**src/rtl/fifo_pkg.sv**
```systemverilog
// Shared definitions for the async FIFO read-side logic.
package fifo_pkg;

  localparam int DATA_WIDTH = 8;
  localparam int GAP_WIDTH  = 8;
  localparam int CNT_WIDTH  = 16;

  typedef enum logic [2:0] {
    IDLE,
    FETCH,
    LOAD,
    SEND,
    GAP
  } rd_state_t;

  // A new word may be started only while enabled and the FIFO holds data.
  function automatic logic pop_ok(input logic enable, input logic empty);
    return enable && !empty;
  endfunction

endpackage

```
**src/rtl/fifo_rd_ctrl_if.sv**
```systemverilog
// FIFO read port plus transmitter valid/ready channel, as seen by the read sequencer.
interface fifo_rd_ctrl_if #(
  parameter int DATA_WIDTH = fifo_pkg::DATA_WIDTH
) ();

  logic                  empty;
  logic [DATA_WIDTH-1:0] r_data;
  logic                  r_en;
  logic [DATA_WIDTH-1:0] tx_data;
  logic                  tx_valid;
  logic                  tx_ready;

  // Sequencer side: pops the FIFO and drives the transmitter.
  modport master (
    input  empty,
    input  r_data,
    input  tx_ready,
    output r_en,
    output tx_data,
    output tx_valid
  );

  // FIFO/transmitter side.
  modport slave (
    output empty,
    output r_data,
    output tx_ready,
    input  r_en,
    input  tx_data,
    input  tx_valid
  );

endinterface

```
**src/rtl/fifo_gap_timer.sv**
```systemverilog
// Inter-frame gap down-counter; done flags the last gap cycle.
module fifo_gap_timer #(
  parameter int GAP_WIDTH = fifo_pkg::GAP_WIDTH
) (
  input  logic                 r_clk,
  input  logic                 r_rst,
  input  logic                 load,
  input  logic [GAP_WIDTH-1:0] load_val,
  input  logic                 tick,
  output logic                 done
);

  localparam logic [GAP_WIDTH-1:0] ONE = 1;

  logic [GAP_WIDTH-1:0] count;

  // Load on SEND exit, otherwise count down once per GAP cycle, never below zero.
  always_ff @(posedge r_clk) begin
    if (r_rst) begin
      count <= '0;
    end else if (load) begin
      count <= load_val;
    end else if (tick && (count != '0)) begin
      count <= count - ONE;
    end
  end

  // Reading 1 marks the final gap cycle; a zero count also releases so GAP can never stall.
  assign done = (count <= ONE);

endmodule

```
**src/rtl/fifo_rd_ctrl.sv**
```systemverilog
// Read-side sequencer: pops one FIFO word at a time, hands it to uart_tx over
// valid/ready, inserts a programmable gap and counts delivered words.
module fifo_rd_ctrl #(
  parameter int DATA_WIDTH = fifo_pkg::DATA_WIDTH,
  parameter int GAP_WIDTH  = fifo_pkg::GAP_WIDTH,
  parameter int CNT_WIDTH  = fifo_pkg::CNT_WIDTH
) (
  input  logic                 r_clk,
  input  logic                 r_rst,
  input  logic                 enable,
  input  logic [GAP_WIDTH-1:0] gap_cycles,
  fifo_rd_ctrl_if.master       bus,
  output logic                 busy,
  output logic [CNT_WIDTH-1:0] byte_count
);

  import fifo_pkg::*;

  localparam logic [CNT_WIDTH-1:0] CNT_ONE = 1;

  rd_state_t             state_q;
  rd_state_t             state_d;
  logic [DATA_WIDTH-1:0] data_q;
  logic                  handshake;
  logic                  gap_load;
  logic                  gap_tick;
  logic                  gap_done;

  fifo_gap_timer #(
    .GAP_WIDTH (GAP_WIDTH)
  ) u_gap_timer (
    .r_clk    (r_clk),
    .r_rst    (r_rst),
    .load     (gap_load),
    .load_val (gap_cycles),
    .tick     (gap_tick),
    .done     (gap_done)
  );

  assign handshake   = (state_q == SEND) && bus.tx_ready;
  assign busy        = (state_q != IDLE);
  assign bus.tx_data = data_q;

  // State register.
  always_ff @(posedge r_clk) begin
    if (r_rst) begin
      state_q <= IDLE;
    end else begin
      state_q <= state_d;
    end
  end

  // Next-state and strobe decode; enable/empty are only looked at in IDLE and on SEND/GAP exit.
  always_comb begin
    state_d      = state_q;
    bus.r_en     = 1'b0;
    bus.tx_valid = 1'b0;
    gap_load     = 1'b0;
    gap_tick     = 1'b0;
    unique case (state_q)
      IDLE: begin
        if (pop_ok(enable, bus.empty)) begin
          state_d = FETCH;
        end
      end
      FETCH: begin
        bus.r_en = 1'b1;
        state_d  = LOAD;
      end
      LOAD: begin
        state_d = SEND;
      end
      SEND: begin
        bus.tx_valid = 1'b1;
        if (bus.tx_ready) begin
          if (gap_cycles != '0) begin
            gap_load = 1'b1;
            state_d  = GAP;
          end else if (pop_ok(enable, bus.empty)) begin
            state_d = FETCH;
          end else begin
            state_d = IDLE;
          end
        end
      end
      GAP: begin
        gap_tick = 1'b1;
        if (gap_done) begin
          state_d = pop_ok(enable, bus.empty) ? FETCH : IDLE;
        end
      end
      default: begin
        state_d = IDLE;
      end
    endcase
  end

  // Capture the popped word in LOAD; it stays put through SEND so backpressure cannot disturb it.
  always_ff @(posedge r_clk) begin
    if (r_rst) begin
      data_q <= '0;
    end else if (state_q == LOAD) begin
      data_q <= bus.r_data;
    end
  end

  // Delivered-word counter, wraps silently.
  always_ff @(posedge r_clk) begin
    if (r_rst) begin
      byte_count <= '0;
    end else if (handshake) begin
      byte_count <= byte_count + CNT_ONE;
    end
  end

endmodule
```
**src/flat_wrapper.sv**
```systemverilog
// flat-port wrapper written by rule: the top's interface ports become plain ports
module fifo_rd_ctrl_flat import fifo_pkg::*;
#(
  parameter int DATA_WIDTH = fifo_pkg::DATA_WIDTH,
  parameter int GAP_WIDTH  = fifo_pkg::GAP_WIDTH,
  parameter int CNT_WIDTH  = fifo_pkg::CNT_WIDTH
)
  (r_clk, r_rst, enable, gap_cycles, busy, byte_count, bus_empty, bus_r_data, bus_tx_ready, bus_r_en, bus_tx_data, bus_tx_valid);
  fifo_rd_ctrl_if #(.DATA_WIDTH(DATA_WIDTH)) bus_i ();
  input  logic r_clk;
  input  logic r_rst;
  input  logic enable;
  input  logic [GAP_WIDTH-1:0] gap_cycles;
  output logic busy;
  output logic [CNT_WIDTH-1:0] byte_count;
  input wire logic [$bits(bus_i.empty)-1:0] bus_empty;
  input wire logic [$bits(bus_i.r_data)-1:0] bus_r_data;
  input wire logic [$bits(bus_i.tx_ready)-1:0] bus_tx_ready;
  output wire logic [$bits(bus_i.r_en)-1:0] bus_r_en;
  output wire logic [$bits(bus_i.tx_data)-1:0] bus_tx_data;
  output wire logic [$bits(bus_i.tx_valid)-1:0] bus_tx_valid;
  assign bus_i.empty = bus_empty;
  assign bus_i.r_data = bus_r_data;
  assign bus_i.tx_ready = bus_tx_ready;
  assign bus_r_en = bus_i.r_en;
  assign bus_tx_data = bus_i.tx_data;
  assign bus_tx_valid = bus_i.tx_valid;
  fifo_rd_ctrl #(.DATA_WIDTH(DATA_WIDTH), .GAP_WIDTH(GAP_WIDTH), .CNT_WIDTH(CNT_WIDTH)) u_core (.r_clk(r_clk), .r_rst(r_rst), .enable(enable), .gap_cycles(gap_cycles), .bus(bus_i), .busy(busy), .byte_count(byte_count));
endmodule
```
**config.mk**
```make
export PLATFORM = sky130hd
export DESIGN_NAME = fifo_rd_ctrl_flat
export DESIGN_NICKNAME = d
export VERILOG_FILES = /design/src/rtl/fifo_pkg.sv /design/src/rtl/fifo_rd_ctrl_if.sv /design/src/rtl/fifo_gap_timer.sv /design/src/rtl/fifo_rd_ctrl.sv /design/src/flat_wrapper.sv
export SDC_FILE = /design/constraint.sdc
export NUM_CORES = 1
export LEC_CHECK = 0
export BUFFER_PORTS_ARGS = -buffer_cell sky130_fd_sc_hd__buf_4
export CELL_PAD_IN_SITES_DETAIL_PLACEMENT = 1
export CELL_PAD_IN_SITES_GLOBAL_PLACEMENT = 1
export CORE_MARGIN = 2
export CORE_UTILIZATION = 38
export CTS_CLUSTER_DIAMETER = 50
export DETAILED_ROUTE_END_ITERATION = 16
export GPL_TIMING_DRIVEN = 0
export PLACE_DENSITY = 0.81
export SYNTH_ARGS = -nofsm -noshare
export SYNTH_HDL_FRONTEND = slang
export SYNTH_SLANG_ARGS = --single-unit
```
**constraint.sdc**
```tcl
create_clock -name r_clk -period 2 [get_ports r_clk]
set_input_delay 0.1 -clock r_clk [delete_from_list [all_inputs] [get_ports r_clk]]
set_output_delay 0.1 -clock r_clk [all_outputs]
set_load 0.03 [all_outputs]
```
Word level (Yosys, flattened, before mapping)
Cells that the tools add are included.
{"block": "word_totals", "regBits": 35, "latchBits": 0, "ramBits": 0, "romBits": 0, "input_bits": 21, "output_inout_bits": 27, "elab_cells": 38, "mem_count": 0}
{"block": "classes", "n_addsub": 2, "multipliers": 0, "n_div": 0, "n_lt_le_gt_ge": 1, "eq_ne": 7, "shift": 0, "mux": 14, "bitwise_logic": 0, "reduce_logical": 10}
{"cell": "$add 16x1->16 const B", "n": 1}
{"cell": "$mux 8", "n": 2}
{"cell": "$reduce_bool 8->1", "n": 2}
{"cell": "$pmux 3 s5", "n": 1}
{"cell": "$mux 3", "n": 4}
{"cell": "$le 8x1->1 const B", "n": 1}
{"cell": "$sub 8x1->8 const B", "n": 1}
{"cell": "$mux 1", "n": 7}
{"cell": "$eq 3x2->1 const B", "n": 2}
{"cell": "$ne 2x1->1 const B", "n": 2}
{"cell": "$eq 3x1->1 const B", "n": 1}
{"cell": "$eq 3x3->1 const B", "n": 1}
{"cell": "$logic_and 1x1->1", "n": 3}
{"cell": "$logic_not 3->1", "n": 1}
{"cell": "$reduce_and 3->1", "n": 1}
{"cell": "$reduce_bool 3->1", "n": 1}
{"cell": "$ne 2x2->1 const B", "n": 1}
{"cell": "$reduce_bool 2->1", "n": 1}
{"cell": "$logic_not 1->1", "n": 1}

Longest topological paths before layout
{"block": "depth", "word_depth": 6, "depth_mapped": 6, "mapped_depth_nobuf": 6}

Modules after synthesis
Synthesis repeated with hierarchy kept, for this count alone.
{"block": "hier_totals", "cells_unflattened": 205, "area_unflattened_um2": 1773.0}
{"mod": "fifo_rd_ctrl", "instances": 1, "cells_per_inst": 143, "area_per_inst_um2": 1265.0}
{"mod": "fifo_gap_timer", "instances": 1, "cells_per_inst": 62, "area_per_inst_um2": 508.0}

Worst setup path before layout
No wires, ideal clock.
{"block": "synth_path", "path_type": "flip-flop to flip-flop", "from": "register u_core.byte_count[0]", "to": "register u_core.byte_count[14]", "setup_ps": 71, "t_arrival_ps": 1742, "required_time_ps": 1929, "setup_slack_ps": 188, "stages_incl_launch_ff": 6, "path_buffers": 0, "cell_sequence": "dfxtp_1 -> ha_1 -> and4_1 -> nand2_1 -> or4_1 -> a21oi_1"}
{"block": "synth_via", "elab_chain_cells": 1}
{"element": "start, declared", "line": "fifo_rd_ctrl.sv:14", "rtl": "output logic [CNT_WIDTH-1:0] byte_count"}
{"element": "start signal, assigned", "line": "fifo_rd_ctrl.sv:112", "rtl": "byte_count <= byte_count + CNT_ONE;"}
{"element": "$add 16x1->16", "line": "fifo_rd_ctrl.sv:112"}
No other way between the ends.
A chain may end at the register's enable or synchronous reset.

Final worst setup path
{"block": "layout_path", "from": "register u_core.u_gap_timer.count[0]", "to": "register u_core.u_gap_timer.count[2]"}
{"block": "layout_via", "elab_chain_cells": 3}
{"element": "start, declared", "line": "fifo_gap_timer.sv:15", "rtl": "logic [GAP_WIDTH-1:0] count;"}
{"element": "start signal, assigned", "line": "fifo_gap_timer.sv:22", "rtl": "count <= load_val;"}
{"element": "start signal, assigned", "line": "fifo_gap_timer.sv:24", "rtl": "count <= count - ONE;"}
{"element": "$sub 8x1->8 or $reduce_bool 8->1 (tied branches)", "line": "fifo_gap_timer.sv:24, fifo_gap_timer.sv:23"}
{"element": "$mux 8 or $logic_and 1x1->1 (tied branches)", "line": "fifo_gap_timer.sv:23", "rtl": "end else if (tick && (count != '0)) begin"}
{"element": "$mux 8 or $reduce_bool 2->1 (tied branches)"}
Parallel ways exist; a longest one is shown, timed or not. The select of a mux whose other input is x is not followed.

==> impl_results.md <==
- Outcome: complete, no violations
- Root buf cell: clkbuf_8
- Leakage power: 0.9087 nW
- Area share of the largest cell type after synthesis: 39.80%
- Vias: 1,710
- Antenna-violating nets left: 0
- Seq. cell area: 700.7 um2
- Die Y: 72.07 um
- Post-CTS Setup Bufs: 0
- Diode count: 0
- Cell taking the most area after synthesis: dfxtp_1
- Largest net degree at the start of global routing: 12
- Final min period: 1.886 ns
- Clk Latency, worst-skew pair: 0.28 ns
- RSZ-0062 raised after global routing: false
- Startpoint Class: register
- Area post-placement: 0.002171 mm2
- Worst Path Required: 2.20 ns
- Largest family of logic cells by synthesized area: simple AND/OR/NAND/NOR gates
- Total Routed Length: 4671 um
- Worst r2r src: u_core.u_gap_timer.count[0]
- FF+latch count, synth: 35
- Post-Syn Area: 0.001760 mm2
- CTS tree: yes
- Max FO, Critical Path: 5
- TNS Setup: 0 ns
- Seq/Total Area, Yosys: 39.80%
- CP arrival: 2.09 ns
- Max-cap violations: 0
- # fillers: 549
- Vias per cell: 5.607
- Multiplexer area fraction after synthesis: 5.117%
- Synth Net Count: 224
- Nets@finish: 277
- Core area: 0.004414 mm2
- Dpl hpwl: 3407 um
- I/O pin total: 48
- Area of the multi-input gates: 988.4 um2
- Post_cts resized: 0
- Number of H-tree levels: 2
- Post-Synth Simple-Gate Area: 28.57%
- Crit Path Class: register to register
- CP startpoint: u_core.u_gap_timer.count[0]
- Worst Hold Launch: bus_r_data[6]
- Row cnt: 24
- RePlAce Congestion: 0.8064
- Netlist cell types: 47
- DRC Markers: 0
- Die X: 72.07 um
- Drt wl/cell: 15.31 um
- TritonCTS buffer count: 5
- Top cells by area, synth: dfxtp_1 (40%), mux2i_1 (5.1%), nor2_1 (5.1%)
- Port Buffers: 46
- Post-Synth XOR/XNOR Area: 4.975%
- Initial Util: 39.88%
- Sink Count: 35
- Share of layout cells above drive strength 1: 24.90%
- Die ar.: 0.005193 mm2
- Avg Cell Area, Syn: 8.846 um2
- Most frequent cells in the layout: buf_4 (47), dfxtp_1 (35), nor2_1 (24)
- Final Max Slew Viols: 0
- Vias in the first global route: 1,645
- Cells after Synth: 199
- Worst rel slew slack: 62.92%
- Total grt overflow: 0
- Synth Area in Adders: 2.843%
- CTS Hold Bufs: 0
- Setup crit end kind: register
- Commonest non-fill, non-tap cell in the layout: buf_4
- Compound-gate portion of the synthesized area: 14.64%
- First-pass GRT wire length: 7859 um
- Worst vdd ir: 0.0004316 V
- Initial DRC Count: 68
- Initial antenna violation count: 0
- Worst Max-Slew Pin Slew: 0.5563 ns
- Power Density: 751.9 mW/mm2
- Setup violators final: 0
- Area growth syn-to-layout: 29.99%
- Max Clock Freq: 530.1 MHz
- Final Hold Vio Count: 0
- Clock Tree Buf Depth: 2
- Final Instance Area: 0.002288 mm2
- Drt first pass iters: 4
- Worst Hold Class: input pin to register
- Clock transition at path regs: 0.07 ns
- GRT Util Overall: 19.05%
- Worst clock skew: 0.004268 ns
- Period utilization: 94.32%
- Synth Warn #: 0
==> power breakdown <==
part / internal (W) / total, W / switching [W] / leakage [nW]
logic: 0.000132 / 0.000307 / 0.000175 / 0.564
registers: 0.000725 / 0.000749 / 0.0000245 / 0.283
clock network: 0.000403 / 0.000665 / 0.000261 / 0.0612
total: 0.00126 / 0.00172 / 0.000460 / 0.909
==> cell families (layout without fill, tap and decap cells) <==
logic type / count (synthesis) / after routing
DFF: 35 / 35
AOI/OAI and AO/OA: 37 / 37
xor gates and xnor gates: 10 / 10
buffers and inverters: 17 / 71
and+or+nand+nor: 87 / 87
muxes: 9 / 9
adders and majority gates: 4 / 4
==> layout make-up <==
type                            count  area share [%]
Timing Repair Buffer               46           15.09
Clock inverter                      2           1.531
Tap cell                           52           2.843
Sequential cell                    35           30.62
Clock buffer                        6           3.609
Multi-Input combinational cell    147           43.19
Inverter                            6          0.9841
Buffer                             11           2.132
==> flip-flops by register name, indices dropped and copies added (netlist names) <==
register	flops
u_core.bus.tx_data	8
u_core.byte_count	16
u_core.state_q	3
u_core.u_gap_timer.count	8
==> worst max-delay path, stage by stage, from the launching register on <==
cell and delay (ns):
dfxtp_1 0.38, inv_1 0.12, ha_1 0.23, nor3b_1 0.18, a21o_1 0.25, or3b_1 0.40
a311oi_2 0.24
==> metrics by stage <==
stage	power, W	setup slack [ns]	std cells	utilization [%]	hold WS (ns)
6_report	0.001721	0.1136	305	51.84	0.05047
5_1_grt	0.001803	0.01023	305	51.84	0.04623
4_1_cts	0.001743	0.1179	305	51.84	0.04439
3_5_place_dp	0.001073	0.1561	297	49.18	0.3436
3_3_place_gp	0.001068	0.1292	297	49.18	0.3326
2_1_floorplan	0.0009619	0.1876	199	-	0.2313
==> per-layer routing <==
layer	track usage [%]	vias to the layer above	share of wire (%)
met5	0	-	0
met4	6.289	0	1.8
met3	5.833	10	6.1
met2	29.15	47	43
met1	25.61	804	49
li1	-	849	-
==> path summary, 6_finish.rpt <==
check	end	slack [ns]	depth (start not counted)
setup / recovery	u_core.u_gap_timer.count[2]	0.11	6
hold / removal	u_core.bus.tx_data[6]	0.05	3
hold reg to reg	u_core.byte_count[15]	0.49	2
setup reg to reg	u_core.u_gap_timer.count[2]	0.11	6
==> synth_stat cells, drive strengths merged <==
cell type   n
nor4b       1
and4        3
and3        1
or3         4
nand4       9
nor4        4
inv         6
nor3        4
mux2i       9
and2        1
buf         4
a22oi       1
nand4bb     2
or3b        2
and3b       1
o21a        1
or4         7
a221oi      1
o211ai      1
o31ai       4
xnor2       1
a311oi      3
a21o        2
o41ai       1
ha          4
nand3b      1
a41oi       1
nor3b       5
a2bb2oi     1
nand2b      1
nor2       24
a31oi       2
nand3       6
and4b       1
o21ai       6
xor2        9
clkbuf      7
nand2      10
o311ai      1
a31o        1
a21oi      11
dfxtp      35
No activity file was read; power rests on OpenSTA's default activity.
